$ cat src/rtl/synth_mix_pkg.sv
// Shared types and constants for the voice mixer and the stages around it.
package synth_mix_pkg;

    typedef logic signed [15:0] sample_t;

    typedef enum logic [1:0] {
        IDLE,
        ACCUM,
        SCALE,
        SAT
    } mix_state_e;

    localparam sample_t    SAMPLE_MAX = 16'sh7FFF;
    localparam sample_t    SAMPLE_MIN = 16'sh8000;
    localparam logic [15:0] GAIN_UNITY = 16'h8000;

endpackage

$ cat src/rtl/voice_mixer_if.sv
// Voice bus, master gain and mixer status bundled between the voice bank and the mixer.
// The clip_led signal exists only when MIX_CLIP_LED_EN is defined.
interface voice_mixer_if #(
    parameter int NUM_VOICES = 8
);
    import synth_mix_pkg::*;

    sample_t     voice [NUM_VOICES];
    logic [15:0] master_gain;
    sample_t     mix_out;
    logic        mix_valid;
    logic        busy;
    logic        overrun;
`ifdef MIX_CLIP_LED_EN
    logic        clip_led;

    modport master (
        output voice, master_gain,
        input  mix_out, mix_valid, busy, overrun, clip_led
    );

    modport slave (
        input  voice, master_gain,
        output mix_out, mix_valid, busy, overrun, clip_led
    );
`else
    modport master (
        output voice, master_gain,
        input  mix_out, mix_valid, busy, overrun
    );

    modport slave (
        input  voice, master_gain,
        output mix_out, mix_valid, busy, overrun
    );
`endif

endinterface

$ cat src/rtl/lrck_edge_sync.sv
// Brings the asynchronous DAC LR clock into the system clock domain and emits
// a one-cycle pulse on each rising edge. Falling edges produce nothing.
module lrck_edge_sync (
    input  logic clk_i,
    input  logic reset_i,
    input  logic async_i,
    output logic rise_o
);

    // sync_q[0], sync_q[1] are the synchronizer, sync_q[2] is the edge-detect history
    logic [2:0] sync_q;
    logic       rise_q;

    // Synchronizer chain plus a flopped rising-edge pulse so downstream sees a clean flop output
    always_ff @(posedge clk_i) begin
        if (reset_i) begin
            sync_q <= '0;
            rise_q <= 1'b0;
        end else begin
            sync_q <= {sync_q[1:0], async_i};
            rise_q <= sync_q[1] & ~sync_q[2];
        end
    end

    assign rise_o = rise_q;

endmodule

$ cat src/rtl/voice_mixer.sv
// Voice mixer: snapshots all voices on each LR-clock frame tick, sums them one
// per cycle, scales by an unsigned Q1.15 master gain and saturates to 16 bits.
// Optional build macro MIX_CLIP_LED_EN adds a clip indicator held for CLIP_HOLD frames.
//
// state | meaning
// IDLE  | waiting for a frame tick; outputs hold the last mix
// ACCUM | adding one snapshotted voice per cycle into the accumulator
// SCALE | registering accumulator x master gain
// SAT   | shifting, saturating and publishing mix_out with a mix_valid pulse
module voice_mixer
    import synth_mix_pkg::*;
#(
    parameter int NUM_VOICES = 8
`ifdef MIX_CLIP_LED_EN
    ,
    parameter int CLIP_HOLD  = 4800
`endif
) (
    input  logic          clk_i,
    input  logic          reset_i,
    input  logic          lrck_i,
    voice_mixer_if.slave  mix_if
);

    localparam int IDX_W  = $clog2(NUM_VOICES);
    localparam int ACC_W  = 16 + IDX_W;
    localparam int PROD_W = ACC_W + 17;

    localparam logic signed [PROD_W-1:0] PROD_HI = PROD_W'(SAMPLE_MAX);
    localparam logic signed [PROD_W-1:0] PROD_LO = PROD_W'(SAMPLE_MIN);

    logic tick;

    mix_state_e                state_q, state_d;
    sample_t                   snap_q [NUM_VOICES];
    logic signed [ACC_W-1:0]   acc_q, acc_d;
    logic [IDX_W-1:0]          idx_q, idx_d;
    logic signed [PROD_W-1:0]  prod_q, prod_d;
    logic signed [PROD_W-1:0]  scaled;
    sample_t                   mix_out_q, sat_val;
    logic                      mix_valid_q;
    logic                      overrun_q;
    logic                      snap_en, prod_en, out_en;
    logic                      sat_hi, sat_lo;
    logic signed [16:0]        gain_s;
    sample_t                   cur_voice;

    lrck_edge_sync u_lrck_sync (
        .clk_i   (clk_i),
        .reset_i (reset_i),
        .async_i (lrck_i),
        .rise_o  (tick)
    );

    // FSM state register
    always_ff @(posedge clk_i) begin
        if (reset_i) begin
            state_q <= IDLE;
        end else begin
            state_q <= state_d;
        end
    end

    assign cur_voice = snap_q[idx_q];

    // Next-state, accumulator/index update and datapath load enables
    always_comb begin
        state_d = state_q;
        acc_d   = acc_q;
        idx_d   = idx_q;
        snap_en = 1'b0;
        prod_en = 1'b0;
        out_en  = 1'b0;
        case (state_q)
            IDLE: begin
                if (tick) begin
                    snap_en = 1'b1;
                    acc_d   = '0;
                    idx_d   = '0;
                    state_d = ACCUM;
                end
            end
            ACCUM: begin
                acc_d = acc_q + $signed({{IDX_W{cur_voice[15]}}, cur_voice});
                idx_d = idx_q + 1'b1;
                if (idx_q == IDX_W'(NUM_VOICES - 1)) begin
                    state_d = SCALE;
                end
            end
            SCALE: begin
                prod_en = 1'b1;
                state_d = SAT;
            end
            SAT: begin
                out_en  = 1'b1;
                state_d = IDLE;
            end
            default: state_d = IDLE;
        endcase
    end

    // Gain is unsigned Q1.15; a zero MSB makes it a non-negative signed operand
    assign gain_s = $signed({1'b0, mix_if.master_gain});
    assign prod_d = PROD_W'(acc_q) * PROD_W'(gain_s);

    // Arithmetic shift drops the Q1.15 fraction, rounding toward minus infinity
    assign scaled  = prod_q >>> 15;
    assign sat_hi  = scaled > PROD_HI;
    assign sat_lo  = scaled < PROD_LO;
    assign sat_val = sat_hi ? SAMPLE_MAX :
                     sat_lo ? SAMPLE_MIN : sample_t'(scaled[15:0]);

    // Snapshot bank, accumulator, product, output and sticky overrun registers
    always_ff @(posedge clk_i) begin
        if (reset_i) begin
            snap_q      <= '{default: '0};
            acc_q       <= '0;
            idx_q       <= '0;
            prod_q      <= '0;
            mix_out_q   <= '0;
            mix_valid_q <= 1'b0;
            overrun_q   <= 1'b0;
        end else begin
            acc_q       <= acc_d;
            idx_q       <= idx_d;
            mix_valid_q <= out_en;
            if (snap_en) begin
                snap_q <= mix_if.voice;
            end
            if (prod_en) begin
                prod_q <= prod_d;
            end
            if (out_en) begin
                mix_out_q <= sat_val;
            end
            if (tick && (state_q != IDLE)) begin
                overrun_q <= 1'b1;
            end
        end
    end

    assign mix_if.mix_out   = mix_out_q;
    assign mix_if.mix_valid = mix_valid_q;
    assign mix_if.busy      = (state_q != IDLE);
    assign mix_if.overrun   = overrun_q;

`ifdef MIX_CLIP_LED_EN
    localparam int HOLD_W = $clog2(CLIP_HOLD + 1);

    logic [HOLD_W-1:0] clip_cnt_q;

    // Frame-count hold for the clip LED; a fresh clip always reloads the full hold
    always_ff @(posedge clk_i) begin
        if (reset_i) begin
            clip_cnt_q <= '0;
        end else if (out_en && (sat_hi || sat_lo)) begin
            clip_cnt_q <= HOLD_W'(CLIP_HOLD);
        end else if (tick && (clip_cnt_q != '0)) begin
            clip_cnt_q <= clip_cnt_q - 1'b1;
        end
    end

    assign mix_if.clip_led = (clip_cnt_q != '0);
`endif

endmodule

$ cat src/flat_wrapper.sv
// flat-port wrapper written by rule: the top's interface ports become plain ports
module voice_mixer_flat import synth_mix_pkg::*;
#(
    parameter int NUM_VOICES = 8

)
  (clk_i, reset_i, lrck_i, mix_if_voice, mix_if_master_gain, mix_if_mix_out, mix_if_mix_valid, mix_if_busy, mix_if_overrun);
  voice_mixer_if #(.NUM_VOICES(NUM_VOICES)) mix_if_i ();
  input  logic clk_i;
  input  logic reset_i;
  input  logic lrck_i;
  input wire logic [$bits(mix_if_i.voice)-1:0] mix_if_voice;
  input wire logic [$bits(mix_if_i.master_gain)-1:0] mix_if_master_gain;
  output wire logic [$bits(mix_if_i.mix_out)-1:0] mix_if_mix_out;
  output wire logic [$bits(mix_if_i.mix_valid)-1:0] mix_if_mix_valid;
  output wire logic [$bits(mix_if_i.busy)-1:0] mix_if_busy;
  output wire logic [$bits(mix_if_i.overrun)-1:0] mix_if_overrun;
  assign mix_if_i.voice = {>>{mix_if_voice}};
  assign mix_if_i.master_gain = mix_if_master_gain;
  assign mix_if_mix_out = mix_if_i.mix_out;
  assign mix_if_mix_valid = mix_if_i.mix_valid;
  assign mix_if_busy = mix_if_i.busy;
  assign mix_if_overrun = mix_if_i.overrun;
  voice_mixer #(.NUM_VOICES(NUM_VOICES)) u_core (.clk_i(clk_i), .reset_i(reset_i), .lrck_i(lrck_i), .mix_if(mix_if_i));
endmodule
$ cat config.mk
export PLATFORM = sky130hd
export DESIGN_NAME = voice_mixer_flat
export DESIGN_NICKNAME = d
export VERILOG_FILES = /design/src/rtl/synth_mix_pkg.sv /design/src/rtl/voice_mixer_if.sv /design/src/rtl/lrck_edge_sync.sv /design/src/rtl/voice_mixer.sv /design/src/flat_wrapper.sv
export SDC_FILE = /design/constraint.sdc
export NUM_CORES = 1
export LEC_CHECK = 0
export BUFFER_PORTS_ARGS = -buffer_cell sky130_fd_sc_hd__buf_2
export CORE_ASPECT_RATIO = 1.5
export CORE_MARGIN = 2
export CORE_UTILIZATION = 50
export DETAILED_ROUTE_END_ITERATION = 10
export GPL_TIMING_DRIVEN = 0
export PLACE_DENSITY = 0.73
export REMOVE_ABC_BUFFERS = 1
export SLEW_MARGIN = 20
export SYNTH_ARGS = -nofsm -noshare
export SYNTH_HDL_FRONTEND = slang
export SYNTH_SLANG_ARGS = --single-unit
$ cat constraint.sdc
create_clock -name clk_i -period 7.8 [get_ports clk_i]
set_input_delay 0.39 -clock clk_i [delete_from_list [all_inputs] [get_ports clk_i]]
set_output_delay 0.39 -clock clk_i [all_outputs]
set_load 0.01 [all_outputs]
==> results of run 1 <==
[critical path, stage by stage, from the launching register on]
cell	delay, ns
dfxtp_1	0.90
and2_1	0.27
inv_1	0.07
fa_1	0.57
inv_1	0.15
fa_1	0.82
fa_1	0.53
fa_1	0.52
fa_1	0.49
inv_1	0.05
fa_1	0.47
inv_1	0.05
ha_1	0.38
nand3_1	0.12
or2_2	0.35
a2111oi_2	0.60
o31ai_1	0.15
xnor2_1	0.41
mux2i_1	0.13
nor2_1	0.10
[flip-flops by register name, indices dropped and copies added, names as in the netlist]
signal,flops
u_core.prod_q,21
u_core.mix_if.overrun,1
u_core.state_q,2
u_core.mix_if.mix_valid,1
u_core.snap_q,128
u_core.acc_q,19
u_core.u_lrck_sync.sync_q,3
u_core.u_lrck_sync.rise_o,1
u_core.mix_if.mix_out,16
u_core.idx_q,3
[worst paths after layout]
| path | end | startpoint | slack [ns] | depth (start not counted) |
|---|---|---|---|---|
| worst max-delay path | u_core.prod_q[29] | u_core.acc_q[18] | 0.62 | 19 |
| worst min-delay path | u_core.u_lrck_sync.sync_q[0] | lrck_i | 0.16 | 2 |
| worst max register to register | u_core.prod_q[29] | u_core.acc_q[18] | 0.62 | 19 |
| worst min register to register | u_core.u_lrck_sync.rise_o | u_core.u_lrck_sync.sync_q[2] | 0.41 | 1 |
[placed cells by master, fill, tap and decap left out, types with 12 or more instances in the layout]
master and instances:
a22oi_1 15, and2_1 119, xnor2_1 24, o21ai_0 15, clkbuf_16 17, fa_1 306, nor3_1 26, inv_1 379
nor2_1 63, mux2_2 16, mux4_2 32, buf_2 164, ha_1 112, dfxtp_1 193, nand2_1 468, a21oi_1 175
xor2_1 12
[layout make-up]
class / instances / area, um^2
inverters: 380 / 1430
clock inverters: 14 / 168
clock buffers: 18 / 439
flip-flops and latches: 195 / 3910
repair buffers: 172 / 1000
fillers: 3452 / 17200
multi-input cells: 1539 / 13900
well taps: 495 / 619
[through the flow]
step	setup slack (ns)	power (mW)
final	0.615	2.29
after global placement	-2.02	1.39
after global routing	0.288	2.38
after detailed placement	0.599	1.42
after CTS	0.550	2.31
after floorplan	1.16	1.25
[routing by layer]
| metal | global-route usage | share of wire | up-vias | routed length, um |
|---|---|---|---|---|
| met5 | 0 | 0 | - | 0 |
| met4 | 0.102 | 0.039 | 0 | 1810 |
| met3 | 0.0343 | 0.050 | 118 | 2320 |
| met2 | 0.443 | 0.54 | 445 | 24900 |
| met1 | 0.260 | 0.37 | 7587 | 17300 |
| li1 | - | - | 7086 | - |
[kinds of logic after synthesis]
logic type               count (synthesis)
AO/OA/AOI/OAI                          285
XOR/XNOR                                36
adder cells (fa/ha/maj)                419
buffers and inverters                  501
flip-flops                             195
multiplexers                            59
AND/OR/NAND/NOR                        740
[power groups by stage]
stage / Sequential (mW) / Clock (mW) / Combinational [mW]
finish: 1.06 / 0.901 / 0.330
global route: 1.07 / 0.945 / 0.366
CTS: 1.06 / 0.913 / 0.331
detailed placement: 1.09 / 0 / 0.329
global placement: 1.08 / 0 / 0.311
floorplan: 1.08 / 0 / 0.177
==> impl_metrics.yaml, run 1 <==
detailed_routing:
  wire_per_inst_um: 16.5
  drcViolationCount: 0
  firstDrtPassIters: 5
  postRouteAntennaNets: 0
  first_iter_violations: 743
  wl_mm: 46.3
  vias: 15200
  vias_per_cell: 5.42
clocking:
  cts_sinks: 195
  cts_max_level: 4
  post_cts_buffers: 0
  ctsResizeCount: 0
  clkTransAtPathRegs_ns: 0.07
  ctsHoldBuffers: 0
  clock_path_buffers: 2
  clk_latency_ns: 0.45
  cts_tree: "built"
  cts-buffers-inserted: 17
  cts_root_buffer: "clkbuf_16"
timing:
  fmax_ghz: 0.139
  fin_skew_ns: 0.00881
  fin_tns_setup_ns: 0
  hold-worst-slack_ns: 0.160
  finalHoldViolations: 0
  post-route-period-util: 0.921
  slew_violations: 0
  slew_headroom: 0.294
  fin_crit_ns: 7.18
  rsz0062_at_grt: "false"
  tightest_slew_ns: 1.06
  setup_viol: 0
power_and_ir_drop:
  ir_worst_vdd_v: 0.000260
  p_comb_frac: 0.144
  clkPwrFrac: 0.393
  cellPowerDensity_nw_per_um2: 107
  intPower_mw: 1.65
  p_sw_frac: 0.282
  p_leak_nw: 10.1
  seqPwrFrac: 0.463
  p_sw_mw: 0.647
synth:
  synthFlopType: "dfxtp_1"
  synth-warning-count: 0
  synth_top_cell_area_share: 0.312
  async_reset_ff_frac: 0
  yosysTopAreaCell: "fa_1"
  yosysMostFrequentCell: "nand2_1"
  synth.distinct_cells: 61
  synth_compound_area_frac: 0.0870
  synth_top_family_by_area: "adder cells"
  synth-adder-area-share: 0.384
  synth_area_um2: 19600
  synth_edf_count: 0
  ys_ff_latch: 195
  ys_seq_area_frac: 0.199
  postSynthAreaPerCell_um2: 8.79
  synth_area_leaders: "fa_1 (31%), dfxtp_1 (20%), nand2_1 (9.0%)"
  synthSimpleGateAreaFrac: 0.167
  yosys-top-cells-count: "nand2_1 (469), inv_1 (379), fa_1 (306)"
  synth-xor-area-share: 0.0161
  synth_cells: 2235
  synthMuxAreaShare: 0.0515
run:
  drv_cap: 0
layout:
  final_util: 0.555
  stdcell_area_um2: 21400
  drive_above_1_share: 0.118
  area_delta_synth_final_pct: 9.18
  num_antenna_cells: 0
  stdcell_count: 2813
  nets: 2871
placement:
  dp_cells: 2781
  hpwlAfterDp_mm: 35.9
  gp_congestion: 0.869
  portBuffers: 165
  place_area_um2: 20800
setup_path:
  startpoint_type: "register"
  cp-end-kind: "register"
  worstPathMaxFanout: 21
  critical_path_class: "register to register"
  cp.arrival_ns: 7.57
  critical_path_required_ns: 8.18
floorplanning:
  die-area_um2: 40900
  ios: 166
  die_w_um: 166
  row_count: 88
  die_h_um: 247
  core_um2: 38600
  start_util: 0.508
grt:
  globalRoute.totalOverflow: 0
  track_usage: 0.234
  antenna_found_initial: 0
  grt_max_degree: 126
  grt_pass1_wl_mm: 77.5
  grt_pass1_vias: 16300
run_status:
  status: "complete, no violations"
worst_hold_path:
  worstHoldPathType: "input pin to register"
No activity file was read; power rests on OpenSTA's default activity.
==> inputs of run 2 (changes only) <==
--- a/config.mk
+++ b/config.mk
@@ -12,7 +12,6 @@
 export DETAILED_ROUTE_END_ITERATION = 10
 export GPL_TIMING_DRIVEN = 0
 export PLACE_DENSITY = 0.73
-export REMOVE_ABC_BUFFERS = 1
 export SLEW_MARGIN = 20
 export SYNTH_ARGS = -nofsm -noshare
 export SYNTH_HDL_FRONTEND = slang
==> impl_metrics.yaml, run 2 (synthesized netlist as in run 1, its figures left out) <==
timing:
  rsz0062_at_grt: "false"
  fin_crit_ns: 7.49
  fin_tns_setup_ns: 0
  tightest_slew_ns: 0.812
  fin_skew_ns: 0.0133
  finalHoldViolations: 0
  setup_slack_ns: 0.312
  post-route-period-util: 0.960
  slew_violations: 0
  setup_viol: 0
  hold-worst-slack_ns: 0.165
  fmax_ghz: 0.134
  slew_headroom: 0.459
clocking:
  cts_max_level: 4
  ctsHoldBuffers: 0
  cts_root_buffer: "clkbuf_16"
  cts-buffers-inserted: 17
  clkTransAtPathRegs_ns: 0.08
  clk_latency_ns: 0.46
  clock_path_buffers: 2
  cts_tree: "built"
  cts_sinks: 195
setup_path:
  critical_path_required_ns: 8.12
  critical_path_class: "register to register"
  worstPathMaxFanout: 10
  cp.arrival_ns: 7.81
  cp-end-kind: "register"
  startpoint_type: "register"
layout:
  top_register: "u_core.snap_q"
  stdcell_count: 2916
  final_util: 0.560
  final_common_cell: "nand2_1"
  reg_top3: "u_core.snap_q x128, u_core.prod_q x21, u_core.acc_q x19"
  drive_above_1_share: 0.104
  area_delta_synth_final_pct: 10.2
  num_antenna_cells: 0
  final_cell_mix: "nand2_1 (469), inv_1 (379), fa_1 (306)"
  nets: 2974
  stdcell_area_um2: 21600
  largest_reg_flops: 128
placement:
  gp_congestion: 0.942
  hpwlAfterDp_mm: 45.2
  portBuffers: 154
  place_area_um2: 21000
  place_ws_ns: 0.121
  dp_cells: 2884
grt:
  antenna_found_initial: 0
  globalRoute.totalOverflow: 0
  grt_max_degree: 20
  grt_pass1_wl_mm: 87.3
  grt_pass1_vias: 17100
  track_usage: 0.274
power_and_ir_drop:
  cellPowerDensity_nw_per_um2: 106
  ir_worst_vdd_v: 0.000183
  total_power_mw: 2.29
  p_leak_nw: 10.1
floorplanning:
  die_h_um: 247
  core_um2: 38600
  ios: 166
  row_count: 88
  die-area_um2: 40900
  start_util: 0.508
  die_w_um: 166
detailed_routing:
  wire_per_inst_um: 18.5
  postRouteAntennaNets: 0
  first_iter_violations: 856
  wl_mm: 53.9
  firstDrtPassIters: 5
  vias: 15800
  drcViolationCount: 0
  vias_per_cell: 5.41
synth:
  syn_nets: 2801
worst_hold_path:
  worstHoldPathType: "input pin to register"
run:
  drv_cap: 0
run_status:
  status: "complete, no violations"
==> run 2: metal layers <==
layer / part of all wire / routed length [um] / vias up / GRT usage
met2: 0.53 / 28400 / 557 / 0.507
li1: - / - / 7309 / -
met5: 0 / 0 / - / 0
met4: 0.082 / 4410 / 0 / 0.203
met1: 0.35 / 18600 / 7706 / 0.287
met3: 0.046 / 2470 / 207 / 0.0291
==> run 2: layout make-up <==
class	count	area, um^2
buffer	121	459
clock buffer	17	425
clock inverter	15	173
fill	3444	17000
inverter	380	1430
multi-input combinational	1539	13900
sequential	195	3900
tap	495	619
timing repair buffer	154	771
==> run 2: final timing paths <==
path	start	end	slack (ns)	cells past startpoint
setup / recovery	u_core.acc_q[18]	u_core.prod_q[35]	0.31	21
hold / removal	mix_if_voice[86]	u_core.snap_q[86]	0.16	3
setup reg to reg	u_core.acc_q[18]	u_core.prod_q[35]	0.31	21
hold reg to reg	u_core.u_lrck_sync.sync_q[2]	u_core.u_lrck_sync.rise_o	0.40	1
==> run 2: worst max-delay path, stage by stage, from the launching register on <==
cell       delay, ns
dfxtp_1         0.36
clkbuf_1        0.46
clkbuf_2        0.34
nand2_1         0.15
fa_1            0.64
inv_1           0.15
fa_1            0.80
fa_1            0.52
fa_1            0.53
fa_1            0.51
inv_1           0.05
fa_1            0.50
inv_1           0.05
ha_1            0.44
nand3_1         0.14
o22ai_1         0.25
o2111ai_1       0.21
o21ai_0         0.32
a31o_2          0.24
a211oi_2        0.09
xnor2_1         0.46
a211oi_2        0.15
==> run 2: timing repair <==
item / 4_1_cts / 5_1_grt
gates resized for setup: 0 / 3
buffers inserted: 0 / 0
setup endpoints to repair: 0 / 5
==> run 2: report_power, final <==
part | internal [mW] | leakage (nW) | switching (mW) | total [mW]
combinational | 0.125 | 8.22 | 0.232 | 0.357
sequential | 1.03 | 1.58 | 0.0230 | 1.05
clock | 0.455 | 0.279 | 0.424 | 0.878
total | 1.61 | 10.1 | 0.679 | 2.29
==> inputs of run 3 (changes only) <==
--- a/config.mk
+++ b/config.mk
@@ -6,9 +6,9 @@
 export NUM_CORES = 1
 export LEC_CHECK = 0
 export BUFFER_PORTS_ARGS = -buffer_cell sky130_fd_sc_hd__buf_2
-export CORE_ASPECT_RATIO = 1.5
 export CORE_MARGIN = 2
 export CORE_UTILIZATION = 50
+export CTS_BUF_LIST = sky130_fd_sc_hd__clkbuf_8
 export DETAILED_ROUTE_END_ITERATION = 10
 export GPL_TIMING_DRIVEN = 0
 export PLACE_DENSITY = 0.73
==> impl_metrics.yaml, run 3 (synthesized netlist as in run 1, its figures left out) <==
clocking:
  cts-buffers-inserted: 17
  clock_path_buffers: 2
  post_cts_buffers: 0
  cts_max_level: 4
  cts_sinks: 195
  clk_latency_ns: 0.49
  cts_root_buffer: "clkbuf_8"
  clkTransAtPathRegs_ns: 0.12
  cts_tree: "built"
  ctsHoldBuffers: 0
  ctsResizeCount: 0
run:
  drv_cap: 0
timing:
  fin_tns_setup_ns: 0
  slew_violations: 0
  fin_crit_ns: 7.41
  hold-worst-slack_ns: 0.119
  post-route-period-util: 0.950
  finalHoldViolations: 0
  tightest_slew_ns: 0.761
  fin_skew_ns: 0.0221
  slew_headroom: 0.492
  rsz0062_at_grt: "false"
  fmax_ghz: 0.135
  setup_viol: 0
placement:
  portBuffers: 154
  dp_cells: 2907
  hpwlAfterDp_mm: 44.3
  gp_congestion: 0.935
floorplanning:
  die_h_um: 202
  row_count: 72
  die_w_um: 202
  start_util: 0.507
  die-area_um2: 40900
  ios: 166
  core_um2: 38700
layout:
  largest_reg_flops: 128
  drive_above_1_share: 0.104
  reg_top3: "u_core.snap_q x128, u_core.prod_q x21, u_core.acc_q x19"
  final_cell_mix: "nand2_1 (469), inv_1 (380), fa_1 (306)"
  final_common_cell: "nand2_1"
  top_register: "u_core.snap_q"
  fill_cells: 3511
  final_util: 0.554
  stdcell_count: 2939
  area_delta_synth_final_pct: 9.31
  nets: 2974
  num_antenna_cells: 0
power_and_ir_drop:
  clkPwrFrac: 0.319
  p_leak_nw: 10.0
  cellPowerDensity_nw_per_um2: 96.3
  seqPwrFrac: 0.508
  intPower_mw: 1.40
  ir_worst_vdd_v: 0.000129
  p_sw_mw: 0.672
  p_sw_frac: 0.325
  p_comb_frac: 0.173
grt:
  antenna_found_initial: 2
  globalRoute.totalOverflow: 0
  grt_pass1_vias: 17200
  grt_max_degree: 21
  grt_pass1_wl_mm: 87.8
  track_usage: 0.274
setup_path:
  cp-end-kind: "register"
  r2r-end: "u_core.prod_q[34]"
  cp_num_cells: 21
  critical_path_required_ns: 8.18
  startpoint_type: "register"
  critical_path_class: "register to register"
  ff2ff_path_depth: 21
  slowest_stage: "fa_1"
  crit_chain: "clkbuf_1, clkbuf_2, nand2_1, fa_1, inv_1, fa_1, fa_1, fa_1, fa_1, inv_1, fa_1, inv_1, ha_1, nand3_1, o22ai_1, o2111ai_1, o21ai_0, a31o_2, a311oi_1, xor2_1, o21ai_1"
  slowest_delay_ns: 0.85
  cpMostUsedCell: "fa_1"
  worstPathMaxFanout: 10
  timing.rr.start: "u_core.acc_q[18]"
  r2r_slack_ns: 0.39
  cp.arrival_ns: 7.79
  critPathTopFamily: "adder cells"
  path_buf_inv: 5
detailed_routing:
  vias: 15800
  first_iter_violations: 1094
  postRouteAntennaNets: 0
  wl_mm: 53.2
  firstDrtPassIters: 6
  vias_per_cell: 5.38
  drcViolationCount: 0
  wire_per_inst_um: 18.1
worst_hold_path:
  hold_end: "u_core.snap_q[90]"
  min_from: "mix_if_voice[90]"
  holdPathStages: 3
  worstHoldPathType: "input pin to register"
run_status:
  status: "complete, no violations"
synth:
  syn_nets: 2801
## run 3: changes by cell type in the layout (fill, tap and decap cells not counted), moves of 2 or more
cell        previous run  this run
clkinv_4               4         2
clkbuf_8               0        17
inv_6                  0         3
clkinvlp_4             4         0
clkbuf_16             17         0
## run 3: worst min-delay path, cell delays in order
cell     delay [ns]
buf_2          0.09
nand2_1        0.04
a21oi_1        0.05
## run 3: how the worst max path moves through the flow
stage	from	end	slack, ns
6_report	u_core.acc_q[18]	u_core.prod_q[34]	0.39
5_1_grt	u_core.acc_q[18]	u_core.prod_q[34]	0.15
4_1_cts	u_core.acc_q[18]	u_core.prod_q[31]	0.18
3_5_place_dp	u_core.acc_q[18]	u_core.prod_q[31]	0.23
3_3_place_gp	u_core.acc_q[18]	u_core.prod_q[31]	0.38
2_1_floorplan	u_core.acc_q[18]	u_core.prod_q[31]	1.59
## run 3: per-stage QoR
step | worst slack (ns) | cell area, um^2 | power, mW
detailed placement | 0.229 | 21100 | 1.43
global route | 0.152 | 21500 | 2.15
floorplan | 1.59 | 19600 | 1.29
CTS | 0.183 | 21500 | 2.06
global placement | 0.382 | 21100 | 1.42
finish | 0.387 | 21500 | 2.07
## run 3: final cells by class
type / count / area, um^2 / share of cell area
sequential: 195 / 3900 / 0.182
tap: 518 / 648 / 0.0302
multi-input combinational: 1539 / 13900 / 0.646
clock buffer: 17 / 234 / 0.0109
inverter: 380 / 1430 / 0.0664
timing repair buffer: 154 / 771 / 0.0359
buffer: 121 / 459 / 0.0214
clock inverter: 15 / 163 / 0.00758
## run 3: metal layers
layer | track usage | vias up | part of all wire
met3 | 0.0422 | 148 | 0.064
met2 | 0.477 | 629 | 0.49
met4 | 0.125 | 2 | 0.048
met1 | 0.335 | 7736 | 0.40
met5 | 0 | - | 0.00024
li1 | - | 7309 | -
## run 3: power groups by stage
| stage | sequential, mW | combinational (mW) | clock (mW) |
|---|---|---|---|
| 2_1_floorplan | 1.06 | 0.220 | 0 |
| 3_3_place_gp | 1.07 | 0.345 | 0 |
| 3_5_place_dp | 1.07 | 0.353 | 0 |
| 4_1_cts | 1.05 | 0.356 | 0.658 |
| 5_1_grt | 1.05 | 0.392 | 0.700 |
| 6_report | 1.05 | 0.358 | 0.659 |
